**src/rtl/whack_pkg.sv**
```systemverilog
// Shared types and timing constants for the whack-a-mole player-side logic.
package whack_pkg;

  typedef enum logic [1:0] {IDLE, DOWN, ARMED, WHACKED} scorer_state_t;

  localparam int CLKS_PER_MS = 50000;
  localparam int DEBOUNCE_MS = 10;

endpackage

```
**src/rtl/whack_hit_scorer_debouncer.sv**
```systemverilog
// Button conditioner: 2-flop synchroniser, stable-count debounce, rising-edge press pulse.
module button_debouncer #(
  parameter int N = 8
) (
  input  logic clk,
  input  logic i_rst,
  input  logic i_raw,
  output logic o_press
);

  localparam int CW = $clog2(N + 1);

  logic          r_sync1;
  logic          r_sync2;
  logic          r_db;
  logic          r_db_q;
  logic [CW-1:0] r_cnt;

  // r_db follows the synchronised level only once it has disagreed for a full N-cycle window
  always_ff @(posedge clk) begin
    if (i_rst) begin
      r_sync1 <= 1'b0;
      r_sync2 <= 1'b0;
      r_db    <= 1'b0;
      r_db_q  <= 1'b0;
      r_cnt   <= '0;
    end else begin
      r_sync1 <= i_raw;
      r_sync2 <= r_sync1;
      r_db_q  <= r_db;
      if (r_sync2 == r_db) begin
        r_cnt <= '0;
      end else if (r_cnt == CW'(N)) begin
        r_db  <= r_sync2;
        r_cnt <= '0;
      end else begin
        r_cnt <= r_cnt + CW'(1);
      end
    end
  end

  assign o_press = r_db & ~r_db_q;

endmodule

```
**src/rtl/whack_hit_scorer.sv**
```systemverilog
// Player-side scorer: classifies each mole pop as hit, miss or escape and keeps saturating tallies.
module whack_hit_scorer #(
  parameter int CLKS_PER_MS = whack_pkg::CLKS_PER_MS,
  parameter int DEBOUNCE_MS = whack_pkg::DEBOUNCE_MS,
  parameter int SCORE_W     = 8
) (
  input  logic               clk,
  input  logic               reset_button_pressed,
  input  logic               game_in_progress,
  input  logic               mole_clk,
  input  logic               whack_button,
  output logic               mole_show,
  output logic               hit_pulse,
  output logic               miss_pulse,
  output logic [SCORE_W-1:0] score,
  output logic [SCORE_W-1:0] misses,
  output logic [SCORE_W-1:0] escapes
);

  import whack_pkg::*;

  localparam int N = DEBOUNCE_MS * CLKS_PER_MS;

  scorer_state_t      r_state;
  logic               r_hit;
  logic               r_miss;
  logic [SCORE_W-1:0] r_score;
  logic [SCORE_W-1:0] r_misses;
  logic [SCORE_W-1:0] r_escapes;
  logic               w_press;

  function automatic logic [SCORE_W-1:0] sat_inc(input logic [SCORE_W-1:0] v);
    return (v == '1) ? v : v + SCORE_W'(1);
  endfunction

  button_debouncer #(.N(N)) u_whack_db (
    .clk     (clk),
    .i_rst   (reset_button_pressed),
    .i_raw   (whack_button),
    .o_press (w_press)
  );

  // Losing game_in_progress outranks everything and leaves the tallies on display
  always_ff @(posedge clk) begin
    if (reset_button_pressed) begin
      r_state   <= IDLE;
      r_hit     <= 1'b0;
      r_miss    <= 1'b0;
      r_score   <= '0;
      r_misses  <= '0;
      r_escapes <= '0;
    end else begin
      r_hit  <= 1'b0;
      r_miss <= 1'b0;
      case (r_state)
        IDLE: begin
          if (game_in_progress) begin
            r_score   <= '0;
            r_misses  <= '0;
            r_escapes <= '0;
            r_state   <= mole_clk ? ARMED : DOWN;
          end
        end
        DOWN: begin
          if (!game_in_progress) begin
            r_state <= IDLE;
          end else if (mole_clk) begin
            r_state <= ARMED;
          end else if (w_press) begin
            r_misses <= sat_inc(r_misses);
            r_miss   <= 1'b1;
          end
        end
        ARMED: begin
          if (!game_in_progress) begin
            r_state <= IDLE;
          end else if (w_press) begin
            r_score <= sat_inc(r_score);
            r_hit   <= 1'b1;
            r_state <= WHACKED;
          end else if (!mole_clk) begin
            r_escapes <= sat_inc(r_escapes);
            r_state   <= DOWN;
          end
        end
        WHACKED: begin
          if (!game_in_progress) begin
            r_state <= IDLE;
          end else if (!mole_clk) begin
            r_state <= DOWN;
          end
        end
        default: r_state <= IDLE;
      endcase
    end
  end

  assign mole_show  = (r_state == ARMED);
  assign hit_pulse  = r_hit;
  assign miss_pulse = r_miss;
  assign score      = r_score;
  assign misses     = r_misses;
  assign escapes    = r_escapes;

endmodule
```
**config.mk**
```make
export PLATFORM = sky130hd
export DESIGN_NAME = whack_hit_scorer
export DESIGN_NICKNAME = d
export VERILOG_FILES = /design/src/rtl/whack_pkg.sv /design/src/rtl/whack_hit_scorer_debouncer.sv /design/src/rtl/whack_hit_scorer.sv
export SDC_FILE = /design/constraint.sdc
export NUM_CORES = 1
export LEC_CHECK = 0
export BUFFER_PORTS_ARGS = -buffer_cell sky130_fd_sc_hd__buf_4
export CORE_MARGIN = 2
export CORE_UTILIZATION = 62
export CTS_CLUSTER_DIAMETER = 150
export DETAILED_ROUTE_END_ITERATION = 16
export HOLD_SLACK_MARGIN = 0.03
export PLACE_DENSITY = 0.88
export SETUP_SLACK_MARGIN = 0.15
export SYNTH_ARGS = -nofsm -noshare
export SYNTH_HDL_FRONTEND = slang
export SYNTH_HIERARCHICAL = 1
export SYNTH_SLANG_ARGS = --single-unit
```
**constraint.sdc**
```tcl
create_clock -name clk -period 4.4 [get_ports clk]
set_input_delay 0 -clock clk [delete_from_list [all_inputs] [get_ports clk]]
set_output_delay 0 -clock clk [all_outputs]
set_load 0.005 [all_outputs]
```
==> summary.txt <==
Synthesis
  • Mapped cell area: about 0.0026 mm²
  • Synthesis-stage register bit count: 51
  • Mean Syn Cell Area: between 8 and 9 µm²
  • Post-Synthesis Net Count: 306
  • Ys flop type: dfxtp_1
  • Netlist cell types: 57
  • Post-synthesis instance total: 296
  • Sequential area share after synthesis: 0.400
  • EDFF count, synth: 0
  • YS warnings: 6
  • FFs w/ async S/R, synth: 0

Worst setup path
  • Critical Path Fanout Max: 19
  • Cells along the critical path: inv_1 -> ha_1 -> or4b_1 -> or3_4 -> o21ai_4 -> a21oi_1
  • CP arrival: 2.18 ns
  • Setup CP Type: register to register
  • Worst endpoint required time: 4.58 ns
  • CP bufs+invs: 1
  • CP startpoint kind: register
  • Crit-path leading delay family: simple AND/OR/NAND/NOR gates
  • Largest stage delay, worst path: roughly 0.42 ns
  • Critical Path End Type: register
  • CP max-delay cell: or4b_1

STA
  • TNS Setup: 0 ns
  • RSZ-0062 raised after global routing: no
  • Minimum clock period: 2.00 ns
  • Fmax: 501 MHz
  • Worst Tran Pin Value: 0.678 ns
  • Final slew viol count: 0
  • Setup-failing EPs final: 0
  • Fin. Hold Viols: 0
  • Final Skew: about 0.015 ns
  • Worst rel slew slack: 0.547
  • Final period utilization: 0.454

Clocking
  • Reg clk slew, reported paths: 0.10 ns
  • CTS max path bufs: 2
  • Clock latency on the worst-skew pair: slightly above 0.3 ns
  • Post-CTS Setup Bufs: 0
  • CTS sink count: 51
  • CTS Hold Bufs: 3
  • CTS tree: built
  • CTS Buf Count: 5
  • Htree depth: 2
  • Root buf cell: clkbuf_8
  • PostCTS Resize Cnt: 0

Pwr
  • Max rail drop VDD: between 150 and 200 µV
  • Leakage power: roughly 0.95 nW
  • Pwr per Cell Area: 289 mW/mm²
  • Power Total: between 0.0008 and 0.0009 W

Global routing
  • All-Layer GR Usage: 0.261
  • Grt ovf: 0
  • Vias in the first global route: between 2,000 and 2,500
  • Initial antenna violation count: 0
  • Largest net degree at the start of global routing: 24
  • First-pass GRT wire length: a little over 9000 µm

Finish
  • Most frequent cells in the layout: 51 x dfxtp_1, 31 x buf_4, 30 x nor2_1
  • Commonest non-fill, non-tap cell in the layout: dfxtp_1
  • Antenna cells: 0
  • Reg area: between 0.001 and 0.0015 mm²
  • Share of layout cells above drive strength 1: 0.158
  • Multi-input logic area: 0.00143 mm²
  • Design area: 0.00294 mm²
  • FILL cells: 302
  • Nets: 338
  • P&R area growth vs syn: 15.1%

Placement
  • Port Buffers: 31
  • Routability cong.: about 0.83
  • Placed Area: 0.00279 mm²
  • Post-DP HPWL: about 3900 µm

Routing
  • First drt pass iteration count: 4
  • DRC violations left: 0
  • Via Count: 2,288
  • Initial DRC count: 183
  • Vias per inst: 6.04
  • Final ANT Viol Nets: 0
  • Routed len/inst: 14.5 µm
  • Total Wirelength: 5490 µm

Die
  • Core Box Area: 0.00397 mm²
  • Die Y: 68.2 µm
  • Die width: 68.2 µm
  • Row count: 23
  • Initial Util: 0.643
  • I/O pin total: 32
  • Die Footprint: around 0.0046 mm²

Run status
  • Status: complete, no violations

Min path
  • Hold WC Path Type: primary input to register

Run
  • # Max-Cap Violations: 0
## synth_stat cells, types with 2 or more instances
library cell	number	share of area
buf_2	2	0.0039
o31ai_1	4	0.012
nand3b_1	2	0.0059
inv_1	12	0.018
ha_1	5	0.025
o21ai_0	10	0.020
or4_1	4	0.012
buf_6	2	0.0088
nand2_1	23	0.034
and4_1	2	0.0069
nand3_1	17	0.033
o22ai_1	3	0.0074
nor4_1	7	0.017
nor2b_1	8	0.020
and3_1	2	0.0049
nor2_1	30	0.044
a41oi_1	3	0.010
o311ai_0	2	0.0069
a31oi_1	4	0.0098
clkbuf_1	4	0.0059
nand2b_1	6	0.015
nand4b_1	2	0.0069
o41ai_1	2	0.0069
nand4_1	9	0.022
dfxtp_1	51	0.40
a21oi_1	19	0.037
xnor2_1	15	0.051
o21ai_1	2	0.0039
nand3_2	2	0.0078
nand2b_4	2	0.011
nor3_1	7	0.014
a311oi_1	3	0.010
or4b_1	2	0.0078
or3_1	5	0.012
## sequential cells by signal, summed over array words and instances, names as in the netlist
register,cells
misses,8
score,8
miss_pulse,1
u_whack_db/r_db,1
u_whack_db/r_cnt,19
r_state,2
hit_pulse,1
u_whack_db/r_sync1,1
u_whack_db/r_db_q,1
u_whack_db/r_sync2,1
escapes,8
## through the flow
| step | hold WS (ns) | setup slack (ns) | cells | utilization |
|---|---|---|---|---|
| 2_1_floorplan | 0.0716 | 2.60 | 296 | - |
| 3_3_place_gp | 0.212 | 2.49 | 368 | 0.703 |
| 3_5_place_dp | 0.230 | 2.40 | 368 | 0.703 |
| 4_1_cts | 0.111 | 2.39 | 379 | 0.740 |
| 5_1_grt | 0.130 | 2.27 | 379 | 0.740 |
| 6_report | 0.122 | 2.40 | 379 | 0.740 |
## tightest hold or removal path: stages
cell,delay [ns]
buf_4,0.13
nand2b_1,0.20
a21oi_1,0.07
## cell type report
type                            instances  share of cell area
Multi-Input combinational cell        224               0.487
Sequential cell                        51               0.348
Timing Repair Buffer                   34              0.0894
Clock buffer                            5              0.0234
Tap cell                               50              0.0213
Clock inverter                          3              0.0158
Inverter                               12              0.0153
## report_power, final
group / switching (W) / internal (W) / total [W]
logic: 0.0000240 / 0.0000180 / 0.0000421
registers: 0.00000649 / 0.000465 / 0.000472
clock network: 0.000164 / 0.000171 / 0.000336
## layer usage
| layer | up-vias | part of all wire | global-route usage | wire [µm] |
|---|---|---|---|---|
| met5 | - | 0 | 0 | 0 |
| met4 | 0 | 0.017 | 0.110 | 96 |
| met3 | 9 | 0.048 | 0.0576 | 266 |
| met2 | 58 | 0.50 | 0.425 | 2740 |
| met1 | 1066 | 0.44 | 0.334 | 2390 |
| li1 | 1155 | - | - | - |
## cells by family (layout without fill, tap and decap cells)
logic type | Yosys count | in the layout | share of synthesized area
AO/OA/AOI/OAI | 65 | 65 | 0.174
XOR/XNOR | 16 | 16 | 0.0549
adder cells (fa/ha/maj) | 5 | 5 | 0.0245
buffers and inverters | 21 | 54 | 0.0392
flip-flops | 51 | 51 | 0.400
multiplexers | 2 | 2 | 0.00833
AND/OR/NAND/NOR | 136 | 136 | 0.299
## final timing paths
path	start	to	slack (ns)	depth (start not counted)
max	u_whack_db/r_cnt[0]	u_whack_db/r_cnt[17]	2.40	6
min	game_in_progress	r_state[1]	0.12	3
max reg2reg	u_whack_db/r_cnt[0]	u_whack_db/r_cnt[17]	2.40	6
min reg2reg	u_whack_db/r_sync1	u_whack_db/r_sync2	0.43	1
Note: power is estimated with default switching activity, not from simulation.
